===== src/rtl/echo_pkg.sv =====
// Shared definitions for the echo datapath: sample width and framer states.
package echo_pkg;

    localparam int P_NBITS = 11;

    typedef enum logic [1:0] {
        ST_IDLE  = 2'd0,
        ST_SHIFT = 2'd1,
        ST_PUSH  = 2'd2
    } framer_state_t;

endpackage


===== src/rtl/echo_sample_fifo.sv =====
// Small val/rdy FIFO with push-side accept; a push into a full FIFO is taken if a pop happens in the same cycle.
module echo_sample_fifo #(
    parameter int p_width = 11,
    parameter int p_depth = 4
) (
    input  logic               clk,
    input  logic               reset,
    input  logic               push_val,
    input  logic [p_width-1:0] push_data,
    output logic               push_acc,
    output logic               pop_val,
    input  logic               pop_rdy,
    output logic [p_width-1:0] pop_data
);

    localparam int AW = $clog2(p_depth);

    logic [AW:0]        r_wptr;
    logic [AW:0]        r_rptr;
    logic [p_width-1:0] r_mem [p_depth];

    logic w_empty;
    logic w_full;
    logic w_pop;
    logic w_push;

    // Extra pointer MSB tells full (MSBs differ) from empty (MSBs equal).
    assign w_empty  = (r_wptr == r_rptr);
    assign w_full   = (r_wptr[AW] != r_rptr[AW]) && (r_wptr[AW-1:0] == r_rptr[AW-1:0]);
    assign w_pop    = pop_val && pop_rdy;
    assign push_acc = !w_full || w_pop;
    assign w_push   = push_val && push_acc;
    assign pop_val  = !w_empty;
    assign pop_data = r_mem[r_rptr[AW-1:0]];

    always_ff @(posedge clk or negedge reset) begin
        if (!reset) begin
            r_wptr <= '0;
            r_rptr <= '0;
            for (int i = 0; i < p_depth; i++) begin
                r_mem[i] <= '0;
            end
        end else begin
            if (w_push) begin
                r_mem[r_wptr[AW-1:0]] <= push_data;
                r_wptr                <= r_wptr + 1'b1;
            end
            if (w_pop) begin
                r_rptr <= r_rptr + 1'b1;
            end
        end
    end

endmodule


===== src/rtl/echo_sample_deserializer.sv =====
// Serial-to-parallel input stage: synchronises a frame-synced MSB-first bit stream and buffers samples in a FIFO.
//
// state    | meaning
// ST_IDLE  | waiting for a strobe with frame sync high (MSB)
// ST_SHIFT | collecting bits until p_nbits have arrived
// ST_PUSH  | one cycle: offer the completed word to the FIFO
module echo_sample_deserializer
    import echo_pkg::*;
#(
    parameter int p_nbits = P_NBITS,
    parameter int p_depth = 4,
    parameter int p_cntw  = 8
) (
    input  logic               clk,
    input  logic               reset,
    input  logic               ser_sclk,
    input  logic               ser_fs,
    input  logic               ser_data,
    output logic               send_val,
    input  logic               send_rdy,
    output logic [p_nbits-1:0] send_msg,
    output logic               overflow,
    output logic               frame_err,
    output logic [p_cntw-1:0]  drop_count
);

    localparam int CW = $clog2(p_nbits + 1);
    localparam logic [CW-1:0] LAST_BIT = CW'(p_nbits);

    logic r_sclk_s1, r_sclk_s2, r_sclk_s3;
    logic r_fs_s1, r_fs_s2;
    logic r_data_s1, r_data_s2;
    logic w_strobe;

    framer_state_t      r_state, w_state_nxt;
    logic [p_nbits-1:0] r_shift, w_shift_nxt;
    logic [CW-1:0]      r_bitcnt, w_bitcnt_nxt;
    logic [CW-1:0]      w_bitcnt_inc;
    logic               w_push;
    logic               w_ferr_set;
    logic               w_push_acc;
    logic               w_drop;

    always_ff @(posedge clk or negedge reset) begin
        if (!reset) begin
            r_sclk_s1 <= 1'b0;
            r_sclk_s2 <= 1'b0;
            r_sclk_s3 <= 1'b0;
            r_fs_s1   <= 1'b0;
            r_fs_s2   <= 1'b0;
            r_data_s1 <= 1'b0;
            r_data_s2 <= 1'b0;
        end else begin
            r_sclk_s1 <= ser_sclk;
            r_sclk_s2 <= r_sclk_s1;
            r_sclk_s3 <= r_sclk_s2;
            r_fs_s1   <= ser_fs;
            r_fs_s2   <= r_fs_s1;
            r_data_s1 <= ser_data;
            r_data_s2 <= r_data_s1;
        end
    end

    assign w_strobe     = r_sclk_s2 && !r_sclk_s3;
    assign w_bitcnt_inc = r_bitcnt + 1'b1;

    always_ff @(posedge clk or negedge reset) begin
        if (!reset) begin
            r_state  <= ST_IDLE;
            r_shift  <= '0;
            r_bitcnt <= '0;
        end else begin
            r_state  <= w_state_nxt;
            r_shift  <= w_shift_nxt;
            r_bitcnt <= w_bitcnt_nxt;
        end
    end

    always_comb begin
        w_state_nxt  = r_state;
        w_shift_nxt  = r_shift;
        w_bitcnt_nxt = r_bitcnt;
        w_push       = 1'b0;
        w_ferr_set   = 1'b0;
        case (r_state)
            ST_IDLE: begin
                if (w_strobe && r_fs_s2) begin
                    w_shift_nxt  = {{(p_nbits-1){1'b0}}, r_data_s2};
                    w_bitcnt_nxt = CW'(1);
                    w_state_nxt  = ST_SHIFT;
                end
            end
            ST_SHIFT: begin
                if (w_strobe) begin
                    if (r_fs_s2) begin
                        // Frame sync mid-word: drop the partial word and restart on this MSB.
                        w_ferr_set   = 1'b1;
                        w_shift_nxt  = {{(p_nbits-1){1'b0}}, r_data_s2};
                        w_bitcnt_nxt = CW'(1);
                    end else begin
                        w_shift_nxt  = {r_shift[p_nbits-2:0], r_data_s2};
                        w_bitcnt_nxt = w_bitcnt_inc;
                        if (w_bitcnt_inc == LAST_BIT) begin
                            w_state_nxt = ST_PUSH;
                        end
                    end
                end
            end
            ST_PUSH: begin
                w_push      = 1'b1;
                w_state_nxt = ST_IDLE;
            end
            default: begin
                w_state_nxt = ST_IDLE;
            end
        endcase
    end

    echo_sample_fifo #(
        .p_width (p_nbits),
        .p_depth (p_depth)
    ) u_fifo (
        .clk       (clk),
        .reset     (reset),
        .push_val  (w_push),
        .push_data (r_shift),
        .push_acc  (w_push_acc),
        .pop_val   (send_val),
        .pop_rdy   (send_rdy),
        .pop_data  (send_msg)
    );

    assign w_drop = w_push && !w_push_acc;

    always_ff @(posedge clk or negedge reset) begin
        if (!reset) begin
            overflow   <= 1'b0;
            frame_err  <= 1'b0;
            drop_count <= '0;
        end else begin
            if (w_ferr_set) begin
                frame_err <= 1'b1;
            end
            if (w_drop) begin
                overflow <= 1'b1;
                if (drop_count != {p_cntw{1'b1}}) begin
                    drop_count <= drop_count + 1'b1;
                end
            end
        end
    end

endmodule


===== config.mk =====
export PLATFORM = sky130hd
export DESIGN_NAME = echo_sample_deserializer
export DESIGN_NICKNAME = d
export VERILOG_FILES = /design/src/rtl/echo_pkg.sv /design/src/rtl/echo_sample_fifo.sv /design/src/rtl/echo_sample_deserializer.sv
export SDC_FILE = /design/constraint.sdc
export NUM_CORES = 1
export LEC_CHECK = 0
export ABC_AREA = 1
export BUFFER_PORTS_ARGS = -buffer_cell sky130_fd_sc_hd__buf_4
export CAP_MARGIN = 20
export CORE_MARGIN = 3
export CORE_UTILIZATION = 37
export CTS_BUF_LIST = sky130_fd_sc_hd__clkbuf_2 sky130_fd_sc_hd__clkbuf_4 sky130_fd_sc_hd__clkbuf_8
export CTS_CLUSTER_SIZE = 20
export DETAILED_ROUTE_END_ITERATION = 10
export PLACE_DENSITY = 0.58
export SETUP_SLACK_MARGIN = 0.02
export SYNTH_ARGS = -nofsm -noshare
export SYNTH_HDL_FRONTEND = slang
export SYNTH_SLANG_ARGS = --single-unit

===== constraint.sdc =====
create_clock -name clk -period 5 [get_ports clk]
set_clock_uncertainty 0.15 [all_clocks]
set_input_delay 1 -clock clk [delete_from_list [all_inputs] [get_ports clk]]
set_output_delay 1 -clock clk [all_outputs]
set_load 0.02 [all_outputs]

==> flow_metrics.env <==
export IMPL_cap_violations=0
export IMPL_finalHoldViolations=0
export IMPL_critical_path_top_delay_family="flip-flops"
export IMPL_grt_max_degree=85
export IMPL_firstDrtPassIters=4
export IMPL_dp_hpwl_mm=5.80
export IMPL_cts_root_buffer="clkbuf_8"
export IMPL_synth_seq_area_share_pct=53.1
export IMPL_p_per_area_nw_per_um2=399
export IMPL_crit_chain="inv_2 > nand2_1 > nand2_1 > nor2_2 > nand2_1 > buf_4"
export IMPL_core_area_um2=10400
export IMPL_netlist_area_leader_share_pct=53.1
export IMPL_grt_overflow_total=0
export IMPL_drt_wl_total_mm=9.16
export IMPL_yosysWarningCount=0
export IMPL_tightest_slew_ps=815
export IMPL_cts_repair_resized=0
export IMPL_post_synth_top_count_cell="nand2_1"
export IMPL_cp_max_fo=26
export IMPL_antennaDiodeCount=0
export IMPL_power_uw=1770
export IMPL_ys_seq_elements=84
export IMPL_grtUsageTotal_pct=16.4
export IMPL_start_kind="register"
export IMPL_async_flop_share_pct=100
export IMPL_fin_crit_sh_pct=68.0
export IMPL_hold_buffers=0
export IMPL_grt_pass1_wl_mm=15.4
export IMPL_r2r_cells=8
export IMPL_tns_ps=0
export IMPL_drv_slew=0
export IMPL_finalSetupViolCount=0
export IMPL_die_h_um=109
export IMPL_vias=3193
export IMPL_post_drt_wl_per_cell_um=14.6
export IMPL_timing_fmax_mhz=294
export IMPL_synth_edf_count=0
export IMPL_slew_headroom_pct=45.7
export IMPL_antenna_found_initial=0
export IMPL_cp_end_kind="primary output"
export IMPL_viasPerCell=5.09
export IMPL_detail_route_antenna_nets=0
export IMPL_critical_path_depth=6
export IMPL_cts_sink_count=84
export IMPL_post_cts_buffers=0
export IMPL_path_buf_inv=2
export IMPL_ys_top_cells_by_count="nand2_1, dfrtp_1, nand4_1"
export IMPL_synth_avg_cell_area_um2=8.40
export IMPL_synthFlopType="dfrtp_1"
export IMPL_period_minus_slack_ps=3400
export IMPL_critPathMostFrequentCell="nand2_1"
export IMPL_area_delta_synth_final_pct=12.2
export IMPL_drt_iter0_drc=201
export IMPL_status="finished clean"
export IMPL_htree_levels=3
export IMPL_die_area_um2=12000
export IMPL_setup_worst_path_class="register to primary output"
export IMPL_worstPathArrival_ps=2250
export IMPL_cts_tree="built"
export IMPL_cpMaxStageDelayCell="dfrtp_1"
export IMPL_syn_inst=471
export IMPL_hold_class="register to register"
export IMPL_num_rows=37
export IMPL_synth_area_top_cells="dfrtp_1, nand2_1, nand4_1, o21ai_0, nor2_1"
export IMPL_numCtsBuffers=9
export IMPL_p_leak_uw=0.00230
export IMPL_yosys_area_top_type="dfrtp_1"
export IMPL_grt_pass1_vias=3031
export IMPL_worstPathRequired_ps=3850
export IMPL_hold_depth=0
export IMPL_die_w_um=109
export IMPL_synth_distinct_cells=25
export IMPL_cts_buffer_depth=2
export IMPL_rsz0062_at_grt="no"
export IMPL_final_nets=500
export IMPL_port_buffers=27
export IMPL_synthesis_area_um2=3960
export IMPL_max_stage_delay_ps=880
export IMPL_clkLatencyLatePin_ps=350
export IMPL_ioPinCount=28
export IMPL_drive_gt1_share_pct=11.2
export IMPL_start_util_pct=38.2
export IMPL_syn_num_nets=485
export IMPL_max_vdd_ir_drop_mv=0.181
export IMPL_fillers=1073
export IMPL_gp_congestion=0.757
export IMPL_post_route_drc_count=0
export IMPL_clkSlewWorstSetupHoldPaths_ps=80
## worst reg2reg max path: cells and delay by family (launching register included)
family                 cells  cell delay [ps]
and+or+nand+nor            7             1490
buffers and inverters      1              360
DFF                        1              880
## cell families (layout without fill, tap and decap cells)
family	count (synthesis)	in the layout	synth area share, %
compound gates	47	47	6.51
xor+xnor	6	6	1.33
buf+inv	54	74	6.10
flops	84	84	53.1
simple gates	272	272	30.4
fa+ha+maj	8	8	2.53
## state kept, by name, indices dropped and copies added (netlist names)
register,cells
drop_count,8
frame_err,1
overflow,1
r_bitcnt,4
r_data_s1,1
r_data_s2,1
r_fs_s1,1
r_fs_s2,1
r_sclk_s1,1
r_sclk_s2,1
r_sclk_s3,1
r_shift,11
r_state,2
u_fifo.r_mem,44
u_fifo.r_rptr,3
u_fifo.r_wptr,3
## placed cells by master, fill, tap and decap left out, types with 2 or more instances in the layout
cell type / netlist / layout
nand2_1: 161 / 161
dfrtp_1: 84 / 84
nand4_1: 48 / 48
nor2_1: 31 / 31
o21ai_0: 31 / 31
buf_4: 2 / 28
inv_1: 26 / 26
nand3_1: 23 / 23
o22ai_1: 15 / 15
clkbuf_8: 0 / 10
ha_1: 8 / 8
xor2_1: 4 / 4
inv_2: 3 / 3
xnor2_1: 2 / 2
or2_2: 2 / 2
nor2_4: 1 / 2
clkinv_2: 0 / 2
clkbuf_4: 0 / 2
## routing by layer
layer / GRT usage [%] / up-vias / share of wire [%]
met5: 0 / - / 0
met4: 4.63 / 0 / 0.67
met3: 4.64 / 4 / 5.4
met1: 22.1 / 1513 / 46
li1: - / 1599 / -
met2: 25.8 / 77 / 48
## path summary, 6_finish.rpt
path                            slack, ps                to             start
worst max-delay path                 1600          send_val  u_fifo.r_rptr[0]
max in group asynchronous            3650       r_bitcnt[3]             reset
min in group asynchronous             430   u_fifo.r_mem[5]             reset
worst min register to register        200           r_fs_s2           r_fs_s1
worst max register to register       2050  u_fifo.r_mem[22]  u_fifo.r_rptr[0]
worst min-delay path                  200           r_fs_s2           r_fs_s1
## power by group
group          total, uW  internal (uW)  switching [uW]
registers            786            710            75.9
clock network        491            255             236
logic                492            186             307
## layout make-up
type | count | area, um^2 | share of cell area (%)
Sequential cell | 84 | 2100 | 47.4
Timing Repair Buffer | 29 | 238 | 5.36
Clock buffer | 12 | 153 | 3.44
Multi-Input combinational cell | 333 | 1620 | 36.5
Clock inverter | 4 | 48.8 | 1.10
Tap cell | 136 | 170 | 3.83
Inverter | 29 | 109 | 2.45
## metrics by stage
step,hold slack (ps),utilization (%),std cells,worst slack [ps],instance area [um^2]
after global placement,181,40.6,610,2040,4210
after detailed placement,185,40.6,610,1980,4210
final,201,42.8,627,1600,4440
after floorplan,181,-,471,2620,3960
after global routing,225,42.8,627,1430,4440
after CTS,205,42.5,626,1580,4410
Note: power is estimated with default switching activity, not from simulation.
